==> config.mk <==
export PLATFORM = sky130hd
export DESIGN_NAME = dmem_ctrl
export DESIGN_NICKNAME = d
export VERILOG_FILES = /design/src/rtl/dmem_ctrl_pkg.sv /design/src/rtl/dmem_ctrl_edge.sv /design/src/rtl/dmem_ctrl.sv
export SDC_FILE = /design/constraint.sdc
export NUM_CORES = 1
export LEC_CHECK = 0
export CAP_MARGIN = 20
export CORE_MARGIN = 2
export CORE_UTILIZATION = 40
export DETAILED_ROUTE_END_ITERATION = 8
export GPL_ROUTABILITY_DRIVEN = 1
export PLACE_DENSITY = 0.67
export SYNTH_ARGS = -nofsm -noshare
export SYNTH_HDL_FRONTEND = slang
export SYNTH_SLANG_ARGS = --single-unit
export TNS_END_PERCENT = 5
==> constraint.sdc <==
create_clock -name clk -period 2.1 [get_ports clk]
set_input_delay 0.42 -clock clk [delete_from_list [all_inputs] [get_ports clk]]
set_output_delay 0.42 -clock clk [all_outputs]
set_load 0.1 [all_outputs]
==> src/rtl/dmem_ctrl_pkg.sv <==
// Shared types and default widths for the data-memory controller.
// Holds the FSM state encoding and the strobe bit positions.
package dmem_ctrl_pkg;

  localparam int DEF_DATA_W = 16;
  localparam int DEF_ADDR_W = 12;
  localparam int DEF_ROW_W  = 4;
  localparam int DEF_COL_W  = 4;

  typedef enum logic [1:0] {
    S_IDLE   = 2'd0,
    S_RD_REQ = 2'd1,
    S_RD_CAP = 2'd2,
    S_WR     = 2'd3
  } state_t;

  localparam int NSTB  = 7;
  localparam int B_RD  = 0;
  localparam int B_WR  = 1;
  localparam int B_MI  = 2;
  localparam int B_CI  = 3;
  localparam int B_RI  = 4;
  localparam int B_CZ  = 5;
  localparam int B_LD  = 6;

endpackage

==> src/rtl/dmem_ctrl_edge.sv <==
// N-bit rising-edge detector with synchronous active-high reset.
// Ports: clk, reset, sig (levels), rise (one-cycle 0->1 pulses).
module strobe_edge #(
  parameter int N = 7
) (
  input  logic         clk,
  input  logic         reset,
  input  logic [N-1:0] sig,
  output logic [N-1:0] rise
);

  logic [N-1:0] prev;

  always_ff @(posedge clk) begin
    if (reset) prev <= '0;
    else       prev <= sig;
  end

  assign rise = sig & ~prev;

endmodule

==> src/rtl/dmem_ctrl.sv <==
// Data-memory controller: MAR/row/col counters, address forming, RAM sequencing.
// Ports: strobes in, bus_in/mem_rdata in; mem_* to RAM, dr/dr_valid/busy/err out.
module dmem_ctrl
  import dmem_ctrl_pkg::*;
#(
  parameter int DATA_W = DEF_DATA_W,
  parameter int ADDR_W = DEF_ADDR_W,
  parameter int ROW_W  = DEF_ROW_W,
  parameter int COL_W  = DEF_COL_W
) (
  input  logic              clk,
  input  logic              reset,
  input  logic              dmem_read,
  input  logic              dmem_write,
  input  logic              mar_inc,
  input  logic              col_inc,
  input  logic              row_inc,
  input  logic              col_zero,
  input  logic              mar_load,
  input  logic [DATA_W-1:0] bus_in,
  input  logic [DATA_W-1:0] mem_rdata,
  output logic [ADDR_W-1:0] mem_addr,
  output logic              mem_rd,
  output logic              mem_we,
  output logic [DATA_W-1:0] mem_wdata,
  output logic [DATA_W-1:0] dr,
  output logic              dr_valid,
  output logic              busy,
  output logic              err
);

  logic [NSTB-1:0]   stb;
  logic [NSTB-1:0]   rise;
  logic [ADDR_W-1:0] mar;
  logic [ROW_W-1:0]  row;
  logic [COL_W-1:0]  col;
  logic [ADDR_W-1:0] eff;
  logic [DATA_W-1:0] dr_q;
  logic              rd_e;
  logic              wr_e;
  logic              acc_rd;
  logic              acc_wr;
  logic              unused;
  state_t            state_q;
  state_t            state_d;

  assign stb = {mar_load, col_zero, row_inc, col_inc,
                mar_inc, dmem_write, dmem_read};

  strobe_edge #(.N(NSTB)) u_edge (
    .clk   (clk),
    .reset (reset),
    .sig   (stb),
    .rise  (rise)
  );

  assign unused = ^bus_in;

  assign rd_e = rise[B_RD];
  assign wr_e = rise[B_WR];

  // Requests use the pre-update counters
  assign eff = mar
             + (ADDR_W'(row) << COL_W)
             + ADDR_W'(col);

  assign acc_rd = rd_e & ~wr_e & ~busy;
  assign acc_wr = wr_e & ~rd_e & ~busy;

  always_ff @(posedge clk) begin
    if (reset) begin
      mar <= '0;
      row <= '0;
      col <= '0;
    end else begin
      if (rise[B_LD])
        mar <= bus_in[ADDR_W-1:0];
      else if (rise[B_MI])
        mar <= mar + ADDR_W'(1);
      if (rise[B_RI])
        row <= row + ROW_W'(1);
      if (rise[B_CZ])
        col <= '0;
      else if (rise[B_CI])
        col <= col + COL_W'(1);
    end
  end

  always_ff @(posedge clk) begin
    if (reset) state_q <= S_IDLE;
    else       state_q <= state_d;
  end

  always_comb begin
    state_d = state_q;
    unique case (state_q)
      S_IDLE: begin
        if (acc_rd)      state_d = S_RD_REQ;
        else if (acc_wr) state_d = S_WR;
      end
      S_RD_REQ: state_d = S_RD_CAP;
      S_RD_CAP: state_d = S_IDLE;
      S_WR:     state_d = S_IDLE;
      default:  state_d = S_IDLE;
    endcase
  end

  always_comb begin
    mem_rd   = 1'b0;
    mem_we   = 1'b0;
    dr_valid = 1'b0;
    busy     = 1'b0;
    unique case (state_q)
      S_IDLE:   ;
      S_RD_REQ: begin
        mem_rd = 1'b1;
        busy   = 1'b1;
      end
      S_RD_CAP: begin
        dr_valid = 1'b1;
        busy     = 1'b1;
      end
      S_WR: begin
        mem_we = 1'b1;
        busy   = 1'b1;
      end
      default: ;
    endcase
  end

  always_ff @(posedge clk) begin
    if (reset) begin
      mem_addr  <= '0;
      mem_wdata <= '0;
      dr_q      <= '0;
      err       <= 1'b0;
    end else begin
      if (acc_rd | acc_wr)
        mem_addr <= eff;
      if (acc_wr)
        mem_wdata <= bus_in;
      if (state_q == S_RD_CAP)
        dr_q <= mem_rdata;
      if ((rd_e & wr_e) | ((rd_e | wr_e) & busy))
        err <= 1'b1;
    end
  end

  // RAM data is presented in the capture cycle itself, then held
  assign dr = dr_valid ? mem_rdata : dr_q;

endmodule
==> results.toml <==
[grt]
grt_max_degree = 34
grt_pass1_vias = 2715
overflow = 0
grt_pass1_wl_um = 13100
grt_usage_pct = 18.4
antenna_found_initial = 0

[floorplan]
coreArea_um2 = 8220
fp.dieW_um = 95.9
die-area_um2 = 9190
die_h_um = 95.9
start_util_pct = 41.1
row_count = 33
io_pins = 90

[sta]
skew_ps = 8.26
tns_ps = 0
max_freq_mhz = 479
finalCriticalPeriod_ps = 2090
drv_slew = 0
finalWorstSetupSlack_ps = 10.3
setup_viol = 0
finalHoldViolCount = 0
slew_headroom_pct = 71.1
fin_crit_sh_pct = 99.5
max_slew.worst_pin.slew_ps = 433

[synthesis]
yosys.area_share.simple_pct = 23.1
ys_types = 45
synth-compound-area-share_pct = 13.2
synth_flop_cell = "dfxtp_1"
synthTopCellsByArea = "dfxtp_1, nand2_1, nor2b_1"
synth_mux_area_share_pct = 5.63
syn_inst = 379
seq_area_frac_synth_pct = 43.9
synthXorXnorAreaFrac_pct = 5.19
synth_top_family_by_area = "simple AND/OR/NAND/NOR gates"
syn_area_per_cell_um2 = 8.91
yosys.area_share.adder_pct = 4.96
post-synth-top-count-cell = "dfxtp_1"
yosys-top-cells-count = "dfxtp_1, nand2_1, nor2_1, nor2b_1, a21oi_1"
synth-edff-count = 0
syn_area_um2 = 3380
synth_top_area_share_pct = 43.9
ys_ff_latch = 74
ys_warn_count = 0
synth_top_area_cell = "dfxtp_1"
ys_async_sr_fraction_pct = 0
synth_nets = 432

[placement]
place_area_um2 = 4590
gp_congestion = 0.847
dp_hpwl_um = 6130
io_buffers = 89
pre_cts_slack_ps = -7.24

[clock_tree]
path_clk_slew_ps = 80
cts-root-buf = "clkbuf_8"
cts_sinks = 74
cts_tree = "done"
clk-insertion-delay-late_ps = 340
cts_buffers = 9
cts_max_level = 3
cts_buffer_depth = 2
holdBufCountCts = 0

[critical_path]
worstSetupEndpointType = "flip-flop"
crit_type = "reg2reg"
rr_endpoint = "mem_addr[6]"
r2r_cells = 8
r2r_slack_ps = 10
cp_max_fo = 3
required_ps = 2380
slowest_delay_ps = 460
critPathLaunch = "mar[0]"
cp_slowest_cell = "a2111oi_1"
worstSetupStartpointType = "flip-flop"
worstPathCellList = "ha_2 -> inv_1 -> fa_2 -> nor2b_2 -> o31a_2 -> o21ai_0 -> a2111oi_1 -> a311o_1"
r2r_start = "mar[0]"
critPathArrivalTime_ps = 2370

[route]
first_pass_iters = 4
drtIter0Drc = 118
wl_um = 8300
antenna_left = 0
drc_errors = 0
viasPerCell = 5.02
wl_per_cell_um = 14.1
vias = 2949

[run]
maxCapViolCount = 0

[pwr]
power_density_nw_per_um2 = 894
ir_drop_v = 0.000429
power.leakage_nw = 1.99

[hold_path]
min_path_cells = 2
hold_path.class = "reg2reg"
whs_endpoint = "mem_wdata[0]"
holdCritStartpoint = "mem_wdata[0]"

[status]
status = "finished, final reports clean"

[final_layout]
drive_gt1_share_pct = 24.1
final.fill_count = 703
n_antenna_cell = 0
fin_area_um2 = 4880
seq_area_um2 = 1490
multi_input_area_um2 = 1780
nets = 530
area_growth_pct = 44.5
## layout make-up
cell class	count	share of cell area, %
clock buffers	11	2.90
clock inverters	5	2.56
inverters	8	0.615
multi-input cells	275	36.4
flip-flops and latches	74	30.4
well taps	105	2.69
repair buffers	109	24.4
## how the worst max path moves through the flow
stage	end	slack, ps	cells past startpoint
4_1_cts	mem_addr[8]	6	8
6_report	mem_addr[6]	10	8
2_1_floorplan	dr[0]	50	4
5_1_grt	mem_addr[6]	-70	8
3_5_place_dp	mem_addr[7]	-7	6
3_3_place_gp	mem_addr[7]	30	6
## logic make-up after synthesis
family                     count (synthesis)
AOI/OAI and AO/OA                         69
xor gates and xnor gates                  20
DFF                                       74
and+or+nand+nor                          156
muxes                                     17
adders and majority gates                 13
buffers and inverters                     30
## through the flow
step,hold WS (ps),std cells,power (mW),util (%)
global route,482,587,4.53,59.4
global placement,444,570,2.91,55.8
detailed placement,450,570,2.92,55.8
CTS,459,586,4.40,59.2
floorplan,469,379,2.49,-
finish,456,587,4.36,59.4
## registers in the layout, summed over array words and instances (netlist names)
name,cells
u_edge.prev,7
mem_wdata,16
col,4
err,1
dr_q,16
row,4
state_q,2
mar,12
mem_addr,12
## critical path: cells and delay by family, from the launching register on
kind	cells	cell delay (ps)
buffers and inverters	1	70
AND/OR/NAND/NOR	1	150
adder cells (fa/ha/maj)	2	540
AO/OA/AOI/OAI	4	930
flip-flops	1	340
## per-layer routing
metal | track usage, % | vias to the layer above | part of all wire, %
met3 | 4.62 | 13 | 5.7
met5 | 0 | - | 0
met2 | 29.4 | 91 | 47
met1 | 23.6 | 1354 | 46
met4 | 8.10 | 0 | 2.0
li1 | - | 1491 | -
## power by group
part / internal, mW / leakage (nW) / switching, mW
Clock: 0.941 / 0.134 / 0.525
Sequential: 1.50 / 0.607 / 0.0619
Combinational: 0.455 / 1.25 / 0.880
## cell usage in the layout (no fill, tap or decap), types with 3 or more instances in the layout
cell	instances
a211oi_1	15
a21o_1	4
a21oi_1	29
and2_1	4
buf_12	22
buf_4	47
bufinv_16	4
clkbuf_8	10
clkdlybuf4s50_1	39
dfxtp_1	71
dfxtp_2	3
ha_1	10
inv_1	8
mux2_2	16
nand2_1	51
nand3_1	5
nand4_1	5
nor2_1	38
nor2b_1	27
nor3_2	3
nor4_1	4
o21ai_0	7
or3_1	3
xnor2_1	8
xor2_1	12
## repair_timing
| item | in CTS | in global routing |
|---|---|---|
| buffers inserted | 0 | 1 |
| resized for setup | 3 | 6 |
| pin swaps | 0 | 2 |
| gates cloned | 0 | 0 |
| endpoints found under the setup margin | 16 | 3 |
Note: power is estimated with default switching activity, not from simulation.
